## src/rtl/io_port.sv

```systemverilog
// io_port: peripheral side of the basic computer's programmed I/O.
// Owns INPR/OUTR, the FGI/FGO flags and IEN. Bridges CPU I/O strobes to a
// keyboard byte source and a paced printer byte sink (valid/ready on both).
module io_port #(
    parameter int PRN_DELAY = 3,  // cycles from printer handshake to FGO set
    parameter int CNT_W     = 4   // pacing counter width, 2**CNT_W > PRN_DELAY
) (
    input  logic       CLK,
    input  logic       RST_N,
    // CPU strobes
    input  logic       inp,
    input  logic       out,
    input  logic       ski,
    input  logic       sko,
    input  logic       ion,
    input  logic       iof,
    input  logic       irq_ack,
    input  logic [7:0] ac_low,
    // CPU-visible state
    output logic [7:0] inpr,
    output logic       skip,
    output logic       fgi,
    output logic       fgo,
    output logic       ien,
    output logic       irq,
    // keyboard side
    input  logic [7:0] kbd_data,
    input  logic       kbd_valid,
    output logic       kbd_ready,
    // printer side
    output logic [7:0] prn_data,
    output logic       prn_valid,
    input  logic       prn_ready
);

    typedef enum logic [1:0] {
        ST_IDLE = 2'd0,
        ST_SEND = 2'd1,
        ST_PACE = 2'd2
    } state_t;

    localparam logic [CNT_W-1:0] DELAY_C = CNT_W'(PRN_DELAY);
    localparam logic [CNT_W-1:0] ONE_C   = CNT_W'(1);

    // input path state
    logic [7:0] inpr_q, inpr_d;
    logic       fgi_q, fgi_d;

    // interrupt state
    logic       ien_q, ien_d;
    logic       irq_q;

    // output path state
    state_t           state_q;
    logic [7:0]       outr_q;
    logic             fgo_q;
    logic             prn_valid_q;
    logic [CNT_W-1:0] cnt_q;

    logic kbd_accept;

    // A keyboard byte is only taken while INPR is empty (FGI clear).
    assign kbd_ready  = ~fgi_q;
    assign kbd_accept = kbd_valid & ~fgi_q;

    // Next INPR/FGI: INP drains the flag, an accepted keyboard byte fills it.
    // Both cannot happen on one edge because acceptance requires FGI clear.
    always_comb begin
        inpr_d = inpr_q;
        fgi_d  = fgi_q;
        if (inp && fgi_q) begin
            fgi_d = 1'b0;
        end
        if (kbd_accept) begin
            inpr_d = kbd_data;
            fgi_d  = 1'b1;
        end
    end

    // Register the input path.
    always_ff @(posedge CLK) begin
        if (!RST_N) begin
            inpr_q <= 8'h00;
            fgi_q  <= 1'b0;
        end else begin
            inpr_q <= inpr_d;
            fgi_q  <= fgi_d;
        end
    end

    // Next IEN: disabling strobes (IOF, interrupt entry) win over ION.
    always_comb begin
        ien_d = ien_q;
        if (ion) begin
            ien_d = 1'b1;
        end
        if (iof || irq_ack) begin
            ien_d = 1'b0;
        end
    end

    // Register IEN and the interrupt request (one cycle behind its inputs).
    always_ff @(posedge CLK) begin
        if (!RST_N) begin
            ien_q <= 1'b0;
            irq_q <= 1'b0;
        end else begin
            ien_q <= ien_d;
            irq_q <= ien_q & (fgi_q | fgo_q);
        end
    end

    // Printer FSM: capture OUTR on OUT, offer it until accepted, then pace
    // PRN_DELAY cycles before reporting the printer ready again via FGO.
    always_ff @(posedge CLK) begin
        if (!RST_N) begin
            state_q     <= ST_IDLE;
            outr_q      <= 8'h00;
            fgo_q       <= 1'b1;
            prn_valid_q <= 1'b0;
            cnt_q       <= '0;
        end else begin
            case (state_q)
                ST_IDLE: begin
                    // prn_ready is meaningless here; nothing is offered.
                    if (out) begin
                        outr_q      <= ac_low;
                        fgo_q       <= 1'b0;
                        prn_valid_q <= 1'b1;
                        state_q     <= ST_SEND;
                    end
                end
                ST_SEND: begin
                    // OUT is ignored while busy; OUTR stays stable.
                    if (prn_ready) begin
                        prn_valid_q <= 1'b0;
                        if (PRN_DELAY == 0) begin
                            fgo_q   <= 1'b1;
                            state_q <= ST_IDLE;
                        end else begin
                            cnt_q   <= DELAY_C;
                            state_q <= ST_PACE;
                        end
                    end
                end
                ST_PACE: begin
                    cnt_q <= cnt_q - ONE_C;
                    if (cnt_q == ONE_C) begin
                        fgo_q   <= 1'b1;
                        state_q <= ST_IDLE;
                    end
                end
                default: begin
                    state_q     <= ST_IDLE;
                    fgo_q       <= 1'b1;
                    prn_valid_q <= 1'b0;
                end
            endcase
        end
    end

    // Skip test is purely combinational and has no side effects.
    assign skip = (ski & fgi_q) | (sko & fgo_q);

    assign inpr      = inpr_q;
    assign fgi       = fgi_q;
    assign fgo       = fgo_q;
    assign ien       = ien_q;
    assign irq       = irq_q;
    assign prn_data  = outr_q;
    assign prn_valid = prn_valid_q;

endmodule

```

## config.mk

```make
export PLATFORM = sky130hd
export DESIGN_NAME = io_port
export DESIGN_NICKNAME = d
export VERILOG_FILES = /design/src/rtl/io_port.sv
export SDC_FILE = /design/constraint.sdc
export NUM_CORES = 1
export LEC_CHECK = 0
export BUFFER_PORTS_ARGS = -buffer_cell sky130_fd_sc_hd__buf_2
export CAP_MARGIN = 20
export CORE_ASPECT_RATIO = 1.2
export CORE_UTILIZATION = 46
export DETAILED_ROUTE_END_ITERATION = 6
export GPL_ROUTABILITY_DRIVEN = 0
export HOLD_SLACK_MARGIN = 0.15
export PLACE_DENSITY = 0.78
export REMOVE_ABC_BUFFERS = 1
export SETUP_SLACK_MARGIN = 0.2
export SLEW_MARGIN = 20
export SYNTH_ARGS = -nofsm -noshare
export SYNTH_HDL_FRONTEND = slang
export SYNTH_SLANG_ARGS = --single-unit
```

## constraint.sdc

```tcl
create_clock -name CLK -period 1.3 [get_ports CLK]
set_input_delay 0.26 -clock CLK [delete_from_list [all_inputs] [get_ports CLK]]
set_output_delay 0.26 -clock CLK [all_outputs]
set_load 0.005 [all_outputs]
```

==> metrics <==
antenna-violating nets left 0; Die Wd 47.9 microns; Post-synth EDFFs 0; initial antenna violation count 0; Initial Utilization 49.5%; mean number of vias per cell 4.90; Iter 0 DRT Violations 5; Tmin final 1.25 ns; IO Port Bufs 49; total grt overflow 0; Syn-to-layout area delta 41.7%; Final period util 96.1%; CTS buffer count 3; Critical Path RT 1.04 ns; Seq cells post-synth 27; CP max stage delay 0.37 ns; antenna diode count 0; Post-Place Cells 197; number of max-cap violations 0; Worst EP arrival 0.99 ns; worst vdd ir 0.775 mV; setup ws final 0.0507 ns; CP Launch Type register; share of layout cells above drive strength 1 48.3%; htree depth 1; Worst path top cell family by delay flip-flops; Post-Route WL 2.51 mm; Mapped Cells 120; syn avg cell area 9.71 sq um; die area 2740 sq um; post-synth cell types 30; WP buf/inv 1; DR DRC count 0; post-place setup slack 0.158 ns; die height 57.1 microns; Crit-path slowest cell dfxtp_4; DP Wirelength 1.70 mm; first-pass GRT wire length 3.86 mm; synth cell count leaders dfxtp_1 (27), nand2_1 (20), nor2b_1 (11); clk slew on worst S/H paths 0.13 ns; Layout Nets 210; top_reg_cell synth dfxtp_1; Final Core Density 70.1%; Final setup viols 0; CTS tree yes; setup TNS 0 ns; cell chain of the critical path a22o_1 -> buf_2; Slew Viols, Final 0; clk_lat worst skew 0.31 ns; pin count of the biggest net entering global routing 29; crit path max fanout 2; slew margin rel. 73.2%; CP Class reg -> out; Max Buffers Root-to-Sink 2; vias in the first global route 966; CP Capture Type output port; status finished, final reports clean; Avg WL per Cell 11.9 microns; CORE AREA 2350 sq um; YS warnings 0; Tot GR Track Use 19.1%; TritonRoute pass-1 iters 4; Final Hold Slack 0.165 ns; Leakage 0.768 nW; count leader, synth dfxtp_1; clock sinks 27; RSZ-0062 raised after global routing yes; Final Hold Vio Count 0; routed via count 1033; Power Density 1020 nW/um^2; Worst Hold Class in -> reg; Synth top area share 46.4%; sequential area share after synthesis 46.4%; fmax 0.800 GHz; Worst-Margin Slew 0.402 ns; Synth Cell Area 1160 sq um; CTS root buf clkbuf_4; Synth area leaders dfxtp_1 (46%), mux2i_1 (8.6%), nand2_1 (6.4%); Async S/R FF share, synth 0%; Ports 50; Clock Skew 0.00433 ns; Cell Count, Final, Fillers Out 211; cell taking the most area after synthesis dfxtp_1; placement row count 19
-- state kept, by name, indices dropped and copies added (netlist names) --
name	cells
prn_valid	1
cnt_q	4
state_q	2
prn_data	8
fgi	1
inpr	8
irq	1
ien	1
fgo	1
-- power breakdown --
group          leakage [nW]  internal (W)  switching (W)  total, W
Combinational         0.528      0.000231       0.000176  0.000407
Clock                0.0150      0.000120       0.000231  0.000351
Sequential            0.225      0.000887      0.0000428  0.000930
-- stage by stage --
stage / cell area (sq um) / total power [W]
floorplan: 1110 / 0.00110
global placement: 1430 / 0.00124
detailed placement: 1430 / 0.00125
CTS: 1550 / 0.00164
global route: 1650 / 0.00178
finish: 1650 / 0.00169
-- cell families (layout without fill, tap and decap cells) --
| logic type | count (synthesis) | after routing | share of synthesized area, % |
|---|---|---|---|
| buf+inv | 12 | 72 | 5.80 |
| fa+ha+maj | 2 | 2 | 2.15 |
| compound gates | 22 | 22 | 13.5 |
| simple gates | 47 | 47 | 23.5 |
| flops | 27 | 27 | 46.4 |
| mux | 10 | 10 | 8.59 |
-- layout make-up --
cell class,instances,area [sq um]
repair buffers,64,375
multi-input cells,81,634
fillers,183,703
well taps,31,38.8
clock buffers,4,26.3
flip-flops and latches,27,558
inverters,4,17.5
-- layer usage --
layer / vias to the layer above / routed length (microns) / share of wire [%] / global-route usage (%)
met4: 0 / 15 / 0.60 / 4.76
met2: 35 / 1320 / 53 / 35.1
li1: 522 / - / - / -
met1: 474 / 1070 / 43 / 21.1
met5: - / 0 / 0 / 0
met3: 2 / 101 / 4.0 / 4.11
-- cell usage in the layout (no fill, tap or decap), types with 2 or more instances in the layout --
| cell | synthesis | layout |
|---|---|---|
| a21oi_1 | 4 | 2 |
| nor2_1 | 2 | 2 |
| o211ai_1 | 2 | 2 |
| a21boi_0 | 7 | 2 |
| dfxtp_1 | 27 | 19 |
| clkbuf_4 | 0 | 3 |
| dfxtp_2 | 0 | 5 |
| nor3b_4 | 0 | 2 |
| buf_4 | 3 | 8 |
| buf_6 | 1 | 4 |
| nor2b_1 | 11 | 10 |
| nand2_1 | 20 | 20 |
| inv_1 | 4 | 2 |
| dlygate4sd3_1 | 0 | 2 |
| a21oi_2 | 0 | 2 |
| dfxtp_4 | 0 | 3 |
| nand2b_4 | 1 | 2 |
| and2_1 | 3 | 3 |
| buf_2 | 1 | 50 |
| mux2i_1 | 10 | 10 |
| nand2b_1 | 3 | 2 |
| ha_4 | 0 | 2 |
| a21boi_1 | 1 | 6 |
| o211a_1 | 2 | 2 |
-- worst paths after layout --
check                                        startpoint                        to  slack [ns]  depth (start not counted)
worst max-delay path                   fgi$_SDFFE_PN0P_                      skip        0.05                          2
worst min-delay path                        kbd_data[3]      inpr[3]$_SDFFE_PN0P_        0.16                          3
worst max register to register  state_q[0]$_SDFFE_PN0P_  prn_data[0]$_SDFFE_PN0P_        0.15                          4
worst min register to register     inpr[4]$_SDFFE_PN0P_      inpr[4]$_SDFFE_PN0P_        0.46                          2
-- what timing repair did --
action                                  4_1_cts  5_1_grt
gates resized for setup                      16       23
hold buffers                                  2        0
endpoints found under the setup margin       25       28
buffers inserted                              3        3
cloned                                        1        1
pin swaps                                     1       10
hold endpoints to repair                      1        0
-- worst min-delay path, cell delays in order --
cell	delay (ns)
buf_2	0.10
nand2_1	0.04
a21boi_1	0.05
Power figures use the tool's default switching activity.
